`src/rtl/ram_rd_check.sv`:
```
// ram_rd_check: shadows RAM port-A writes and checks read data (ports: clka/rst, snooped ena/wea/addra/dina, douta in; err, err_cnt, pass_cnt, pass_done, first_err_addr/data, state out)
module ram_rd_check #(
  parameter int ADDR_W = 5,
  parameter int DATA_W = 8,
  parameter int RD_LAT = 1,
  parameter int CNT_W = 16,
  parameter bit STOP_ON_ERR = 1'b0
) (
  input  logic              clka,
  input  logic              rst,
  input  logic              ena,
  input  logic              wea,
  input  logic [ADDR_W-1:0] addra,
  input  logic [DATA_W-1:0] dina,
  input  logic [DATA_W-1:0] douta,
  output logic              err,
  output logic [CNT_W-1:0]  err_cnt,
  output logic [CNT_W-1:0]  pass_cnt,
  output logic              pass_done,
  output logic [ADDR_W-1:0] first_err_addr,
  output logic [DATA_W-1:0] first_err_data,
  output logic [1:0]        state
);
  localparam int L = RD_LAT - 1;
  typedef enum logic [1:0] {IDLE = 2'd0, RUN = 2'd1, HALT = 2'd2} state_t;
  state_t cur, nxt;
  logic [DATA_W-1:0] shadow [2**ADDR_W];
  logic [2**ADDR_W-1:0] valid;
  logic [RD_LAT-1:0] p_vld;
  logic [ADDR_W-1:0] p_addr [RD_LAT];
  logic [DATA_W-1:0] p_exp [RD_LAT];
  logic pass_bad, live, cmp, mis, pass_end;
  assign live = cur != HALT;
  assign cmp = live && p_vld[L];
  assign mis = cmp && douta != p_exp[L];
  assign pass_end = cmp && &p_addr[L];
  assign state = cur;
  always_comb begin
    nxt = cur;
    nxt = (cur == IDLE && ena) ? RUN : (cur == RUN && mis && STOP_ON_ERR) ? HALT : cur;
  end
  always_ff @(posedge clka)
    if (rst) cur <= IDLE;
    else cur <= nxt;
  always_ff @(posedge clka) begin
    if (!rst && live && ena && wea) shadow[addra] <= dina;
    p_addr[0] <= addra;
    p_exp[0] <= shadow[addra];
    for (int i = 1; i < RD_LAT; i++) begin
      p_addr[i] <= p_addr[i-1];
      p_exp[i] <= p_exp[i-1];
    end
  end
  always_ff @(posedge clka)
    if (rst) begin
      valid <= '0;
      p_vld <= '0;
      err <= 1'b0;
      err_cnt <= '0;
      pass_cnt <= '0;
      pass_done <= 1'b0;
      first_err_addr <= '0;
      first_err_data <= '0;
      pass_bad <= 1'b0;
    end else begin
      if (live && ena && wea) valid[addra] <= 1'b1;
      p_vld[0] <= live && ena && !wea && valid[addra];
      for (int i = 1; i < RD_LAT; i++) p_vld[i] <= p_vld[i-1];
      if (mis) begin
        err <= 1'b1;
        if (~&err_cnt) err_cnt <= err_cnt + 1'b1;
        if (!err) begin
          first_err_addr <= p_addr[L];
          first_err_data <= douta;
        end
      end
      pass_done <= pass_end;
      if (pass_end && !pass_bad && !mis && ~&pass_cnt) pass_cnt <= pass_cnt + 1'b1;
      pass_bad <= pass_end ? 1'b0 : pass_bad | mis;
    end
endmodule

```
`config.mk`:
```
export PLATFORM = sky130hd
export DESIGN_NAME = ram_rd_check
export DESIGN_NICKNAME = d
export VERILOG_FILES = /design/src/rtl/ram_rd_check.sv
export SDC_FILE = /design/constraint.sdc
export NUM_CORES = 1
export LEC_CHECK = 0
export ABC_AREA = 0
export CAP_MARGIN = 20
export CELL_PAD_IN_SITES_DETAIL_PLACEMENT = 1
export CELL_PAD_IN_SITES_GLOBAL_PLACEMENT = 1
export CORE_ASPECT_RATIO = 2
export CORE_MARGIN = 10
export CORE_UTILIZATION = 47
export DETAILED_ROUTE_END_ITERATION = 6
export PLACE_DENSITY = 0.7
export SLEW_MARGIN = 30
export SYNTH_ARGS = -nofsm -noshare
export SYNTH_HDL_FRONTEND = slang
export SYNTH_SLANG_ARGS = --single-unit
```
`constraint.sdc`:
```
create_clock -name clka -period 2.6 [get_ports clka]
set_input_delay 0.26 -clock clka [delete_from_list [all_inputs] [get_ports clka]]
set_output_delay 0.26 -clock clka [all_outputs]
set_load 0.02 [all_outputs]
```
==> key figures, run 1 <==
Placement
  • Gpl congestion: 0.876
  • Dpl ws: 0.0318 ns
  • Cell Area, Placed: 15,200 sq um
  • Hpwl dp: 25,900 microns
  • # port buffers: 72
  • Placed insts: 1,291

Setup path
  • Critical path required time: 3.06 ns
  • WS Path Type: flip-flop to flip-flop
  • Critical path peak fanout: 23
  • Crit-path cells: nand2_1, nor3_1, nand3_2, buf_4, nor4_1, mux2_1
  • Startpoint Class: flip-flop
  • Critical path endpoint category: flip-flop
  • CP max-delay cell: nor3_1
  • Worst EP arrival: 2.71 ns
  • Max stage delay on crit path: 0.47 ns
  • R2r setup slk: 0.35 ns

Finish
  • FILL cells: 2,634
  • N_diodes: 0
  • Design Area, Final: 16,400 sq um
  • Seq. cell area: 9590 sq um
  • Share of layout cells above drive strength 1: 0.221
  • Fin util: 0.570
  • Footprint of the multi-input gates: 3810 sq um
  • Syn-to-layout area delta: 20.2%
  • Final nets: 991
  • Fin cells: 1,349

Global route
  • Tot GR Track Use: 0.200
  • Via count of the first global-routing pass: 8,900
  • Antenna violations before repair: 0
  • Overflow after GRT: 0
  • First-pass GRT wire length: 56,200 microns
  • Largest net degree at the start of global routing: 56

Timing
  • Clock Skews: 0.0193 ns
  • RSZ-0062 raised after global routing: false
  • PnR worst setup slack: 0.351 ns
  • Final period util: 0.865
  • Final Critical Period: 2.25 ns
  • Worst Max-Slew Pin Slew: 0.847 ns
  • Slew margin rel.: 0.435
  • Final setup violation count: 0
  • Hold WS: 0.256 ns
  • Highest clock rate: 0.445 GHz
  • Setup TNS: 0 ns
  • Max-slew violation count: 0
  • Final hold violation count: 0

Clocking
  • Clk slew on worst S/H paths: 0.07 ns
  • CTS tree: yes
  • Clk_lat worst skew: 0.58 ns
  • Post-CTS setup repair buffer count: 0
  • Post_cts resized: 0
  • CTS Buf Count: 31
  • H-tree levels: 1
  • Sink Count: 351
  • Root Buffer: clkbuf_16
  • Cts hold-fix bufs: 0
  • Clock Tree Buf Depth: 3

Synthesis
  • Sequential-to-total area share from yosys stat: 0.704
  • Syn_nets: 854
  • Top FF cell, synth: edfxtp_1
  • Yosys warnings: 0
  • Synth area leaders: edfxtp_1 56%, dfxtp_1 14%, mux4_2 12%
  • Top-count cell post-synth: edfxtp_1
  • Seq cells post-synth: 351
  • Post-synth top area cell: edfxtp_1
  • Mapped Avg Cell Area: 16.5 sq um
  • Post-synthesis async set-or-reset flop share: 0
  • Number of synthesized flops with an enable pin: 256
  • Cells after Synth: 827
  • Synth cell count leaders: 256 x edfxtp_1, 95 x dfxtp_1, 72 x mux4_2
  • Count of cell types in the netlist: 50
  • Post-synth top area share: 0.564
  • Post-Syn Area: 13,600 sq um

Floorplanning
  • Initial core utilization: 0.474
  • Num rows: 88
  • # IOs: 74
  • Core Region: 28,700 sq um
  • Vert. Die Dim: 261 microns
  • Die width: 140 microns
  • Die area: 36,600 sq um

Power
  • Peak supply drop: 0.593 mV
  • Tot Pwr: 11.5 mW
  • Static Leak: 5.57 nW
  • Power Density: 704 nW/um^2

Route
  • Vias: 8,105
  • Avg WL per Cell: 27.4 microns
  • Via/cell ratio: 6.01
  • DR DRC count: 0
  • WL final: 37,000 microns
  • Pre-Repair DR Iteration Count: 4
  • Iter 0 DRT Violations: 405
  • ANT nets after route: 0

Job
  • Max-Cap Viols: 0

Status
  • Outcome: finished clean

Worst hold path
  • HP Class: primary input to flip-flop
-- state kept, by name (all words and copies together), names as in the netlist --
| register | flops |
|---|---|
| p_vld | 1 |
| err_cnt | 16 |
| pass_bad | 1 |
| p_exp | 8 |
| pass_done | 1 |
| first_err_data | 8 |
| shadow | 256 |
| valid | 32 |
| state | 1 |
| first_err_addr | 5 |
| err | 1 |
| p_addr | 5 |
| pass_cnt | 16 |
-- cell type report --
type | count | area share
flip-flops and latches | 351 | 0.586
multi-input cells | 423 | 0.233
repair buffers | 151 | 0.0841
clock buffers | 40 | 0.0560
well taps | 360 | 0.0275
clock inverters | 18 | 0.0124
inverters | 6 | 0.00138
-- placed cells by master (no fill, tap or decap), drive strengths merged, types with 3 or more instances in the layout --
cell type	n
edfxtp	256
bufinv	3
o21ai	19
clkinvlp	3
nor2	53
dfxtp	95
nand3b	4
a21o	33
mux4	72
nor3	5
o31ai	14
or3	8
buf	82
clkdlybuf4s50	69
a22oi	36
nand4	17
and4	3
nand3	13
a21oi	36
inv	11
clkbuf	40
nor4	9
nor2b	7
or4	12
xor2	8
nand4b	4
mux2	7
nand2	36
nor4b	3
clkinv	7
-- layer usage --
layer	global-route usage	part of all wire	vias up
met3	0.0306	0.044	78
met1	0.212	0.36	4240
li1	-	-	3573
met4	0.103	0.049	0
met2	0.371	0.55	214
met5	0	0	-
-- kinds of logic (layout without fill, tap and decap cells) --
| group | count (synthesis) | after routing | share of synthesized area |
|---|---|---|---|
| AOI/OAI and AO/OA | 145 | 145 | 0.0704 |
| xor gates and xnor gates | 8 | 8 | 0.00514 |
| adders and majority gates | 2 | 2 | 0.00184 |
| buffers and inverters | 53 | 215 | 0.0163 |
| DFF | 351 | 351 | 0.704 |
| muxes | 81 | 81 | 0.126 |
| other | 1 | 1 | 0.000275 |
| and+or+nand+nor | 186 | 186 | 0.0758 |
-- critical path, delay by kind of cell (launching register included) --
kind / cells / cell delay (ns)
simple gates: 4 / 1.10
flops: 1 / 0.44
buf+inv: 1 / 0.23
mux: 1 / 0.35
-- power by group --
group,internal [mW],switching [mW]
clock network,2.82,2.10
registers,6.03,0.0209
logic,0.217,0.325
-- path summary, 6_finish.rpt --
| kind | startpoint | endpoint | cells after the start |
|---|---|---|---|
| worst max-delay path | p_vld | pass_cnt[5] | 6 |
| worst min-delay path | addra[0] | p_addr[0][0] | 2 |
| worst max register to register | p_vld | pass_cnt[5] | 6 |
| worst min register to register | valid[2] | valid[2] | 1 |
No activity file was read; power rests on OpenSTA's default activity.
==> run 2: changes to the inputs <==
- TNS_END_PERCENT: default -> 20
==> results of run 2 <==
Same layout as run 1: the final DEF is identical, and so are final timing and power.
==> run 3: changes to the inputs <==
- ABC_AREA: 0 -> default
- REMOVE_ABC_BUFFERS: default -> 1
==> run 3 against run 2 <==
  * Clock power decreased by 8.3%
  * Critical path depth decreased by 5
  * Clock skew decreased by 0.0085 ns
  * Cell count increased by 0.22%
  * Clock-buffer cell count increased by 3
  * Wire length about the same
  * Global-route usage increased by 0.21 points
  * Largest cell class unchanged
==> key figures, run 3 (same netlist as run 1, synthesis figures left out) <==
Placement
  • Hpwl dp: 26,200 microns (was 25,900 microns)
  • Gpl congestion: 0.878 (was 0.876)
  • Cell Area, Placed: 15,300 sq um (was 15,200 sq um)
  • # port buffers: 72 (unchanged)

Route
  • Pre-Repair DR Iteration Count: 7 (was 4)
  • DR DRC count: 0 (unchanged)
  • Vias: 8,270 (was 8,105)
  • Iter 0 DRT Violations: 613 (was 405)
  • Top layer reached by signal wires: met4 (unchanged)
  • Avg WL per Cell: 27.4 microns (about the same)
  • ANT nets after route: 0 (unchanged)
  • WL met1: 12,900 microns (was 13,200 microns)
  • WL met2: 20,500 microns (was 20,400 microns)
  • Via/cell ratio: 6.12 (was 6.01)
  • Met3 wire length: 1900 microns (was 1620 microns)
  • WL final: 37,000 microns (about the same)

Setup path
  • WS Path Type: flip-flop to output pin (was flip-flop to flip-flop)
  • Crit path launch: err (was p_vld)
  • Critical path depth: 1 (was 6)
  • Critical path required time: 2.34 ns (was 3.06 ns)
  • Reg-to-Reg Start: p_vld (unchanged)
  • CP Buf/Inv Count: 1 (unchanged)
  • Critical path peak fanout: 16 (was 23)
  • Worst EP arrival: 2.00 ns (was 2.71 ns)
  • Crit path to: err (was pass_cnt[5])
  • Max stage delay on crit path: 0.73 ns (was 0.47 ns)
  • Startpoint Class: flip-flop (unchanged)
  • Critical path endpoint category: output pin (was flip-flop)
  • RR Endpoint: pass_cnt[5] (unchanged)
  • CP max-delay cell: clkdlybuf4s50_1 (was nor3_1)
  • R2R depth: 6 (unchanged)
  • Crit-path cells: clkdlybuf4s50_1 (was nand2_1, nor3_1, nand3_2, buf_4, nor4_1, mux2_1)
  • Largest delay share family, worst path: buffers and inverters (was simple AND/OR/NAND/NOR gates)
  • R2r setup slk: 0.38 ns (was 0.35 ns)

Timing
  • Clock Skews: 0.0108 ns (was 0.0193 ns)
  • Max-slew violation count: 0 (unchanged)
  • Final setup violation count: 0 (unchanged)
  • Final period util: 0.871 (was 0.865)
  • RSZ-0062 raised after global routing: false (unchanged)
  • Final Critical Period: 2.26 ns (was 2.25 ns)
  • Setup TNS: 0 ns (unchanged)
  • Highest clock rate: 0.442 GHz (was 0.445 GHz)
  • Slew margin rel.: 0.420 (was 0.435)
  • Final hold violation count: 0 (unchanged)
  • Worst Max-Slew Pin Slew: 0.864 ns (was 0.847 ns)

Global route
  • Via count of the first global-routing pass: 9,085 (was 8,900)
  • Tot GR Track Use: 0.202 (was 0.200)
  • Largest net degree at the start of global routing: 55 (was 56)
  • Overflow after GRT: 0 (unchanged)
  • Antenna violations before repair: 0 (unchanged)
  • First-pass GRT wire length: 57,000 microns (was 56,200 microns)

Floorplanning
  • Vert. Die Dim: 261 microns (unchanged)
  • Die width: 140 microns (unchanged)
  • # IOs: 74 (unchanged)
  • Num rows: 88 (unchanged)
  • Core Region: 28,700 sq um (unchanged)
  • Die area: 36,600 sq um (unchanged)
  • Initial core utilization: 0.474 (unchanged)

Finish
  • Footprint of the multi-input gates: 3810 sq um (unchanged)
  • Final nets: 995 (was 991)
  • Syn-to-layout area delta: 19.3% (was 20.2%)
  • Seq. cell area: 9590 sq um (unchanged)
  • Max FFs per register: 256 (unchanged)
  • Design Area, Final: 16,200 sq um (was 16,400 sq um)
  • FILL cells: 2,649 (was 2,634)
  • Most frequent cells in the layout: 256 x edfxtp_1, 95 x dfxtp_1, 81 x buf_4 (was 256 x edfxtp_1, 95 x dfxtp_1, 74 x buf_4)
  • Most flops, register: shadow (unchanged)
  • N_diodes: 0 (unchanged)
  • Top Registers: shadow x256, valid x32 (unchanged)
  • Share of layout cells above drive strength 1: 0.215 (was 0.221)
  • Commonest non-fill, non-tap cell in the layout: edfxtp_1 (unchanged)

Clocking
  • Clock Tree Buf Depth: 3 (unchanged)
  • Clk slew on worst S/H paths: 0.07 ns (about the same)
  • CTS tree: yes (unchanged)
  • Cts hold-fix bufs: 0 (unchanged)
  • Post_cts resized: 0 (unchanged)
  • CTS Buf Count: 31 (unchanged)
  • Post-CTS setup repair buffer count: 0 (unchanged)
  • Root Buffer: clkbuf_16 (unchanged)
  • H-tree levels: 1 (unchanged)
  • Clk_lat worst skew: 0.57 ns (was 0.58 ns)
  • Sink Count: 351 (unchanged)

Power
  • Tot Pwr: 11.1 mW (was 11.5 mW)
  • Gate power share: 0.049 (was 0.047)
  • Power Density: 685 nW/um^2 (was 704 nW/um^2)
  • Peak supply drop: 0.533 mV (was 0.593 mV)
  • Switch Pwr: 2.33 mW (was 2.45 mW)
  • Clk network pwr share: 0.406 (was 0.428)
  • Static Leak: 5.53 nW (was 5.57 nW)
  • Flop pwr share: 0.544 (was 0.525)
  • Int Pwr: 8.79 mW (was 9.07 mW)
  • Sw frac: 0.209 (was 0.213)

Worst hold path
  • HP Class: primary input to flip-flop (unchanged)
  • Hold path depth: 1 (was 2)

Status
  • Outcome: finished clean (unchanged)

Job
  • Max-Cap Viols: 0 (unchanged)
## run 3: cell count changes in the layout (fill, tap and decap cells not counted), moves of 2 or more
cell,delta
clkbuf_1,+3
clkinv_1,+6
clkbuf_16,-4
buf_12,-2
clkbuf_8,+3
clkbuf_4,+2
clkinvlp_4,-2
buf_4,+7
clkinv_4,-3
inv_6,-3
## run 3: how the worst min path moves through the flow
stage | slack (ns) | endpoint | start
finish | 0.10 | p_addr[0][1] | addra[1]
global route | 0.09 | p_addr[0][1] | addra[1]
CTS | 0.07 | p_addr[0][1] | addra[1]
detailed placement | 0.44 | valid[17] | valid[17]
global placement | 0.43 | valid[18] | valid[18]
floorplan | 0.29 | p_addr[0][0] | addra[0]
## run 3: power groups by stage
stage | Clock (mW) | Sequential (mW) | Combinational [mW]
2_1_floorplan | 0 | 6.17 | 0.206
3_3_place_gp | 0 | 6.17 | 0.529
3_5_place_dp | 0 | 6.18 | 0.555
4_1_cts | 4.61 | 6.05 | 0.556
5_1_grt | 4.82 | 6.05 | 0.583
6_report | 4.52 | 6.05 | 0.548
## run 3: layout make-up
cell class | count | share of cell area
well taps | 360 | 0.0277
inverters | 6 | 0.00139
clock inverters | 14 | 0.00708
repair buffers | 155 | 0.0852
clock buffers | 43 | 0.0541
multi-input cells | 423 | 0.234
flip-flops and latches | 351 | 0.590
## run 3: metrics by stage
stage | utilization | worst slack (ns) | hold slack, ns | std cells
global route | 0.565 | 0.256 | 0.0883 | 1352
detailed placement | 0.531 | 0.0232 | 0.439 | 1295
CTS | 0.565 | 0.329 | 0.0717 | 1352
global placement | 0.531 | 0.142 | 0.427 | 1295
finish | 0.565 | 0.336 | 0.102 | 1352
floorplan | - | 0.00314 | 0.288 | 780
## run 3: worst reg2reg max path, cell delays in order (launching register included)
cell and delay (ns):
dfxtp_1 0.43, nand2_1 0.12, nor3_1 0.45, nand3_2 0.16, buf_4 0.24, nor4_1 0.35
mux2_1 0.36
## run 3: per-layer routing
metal,vias to the layer above,global-route usage
met4,0,0.0936
met5,-,0
met2,308,0.381
met3,89,0.0271
met1,4286,0.215
li1,3587,-
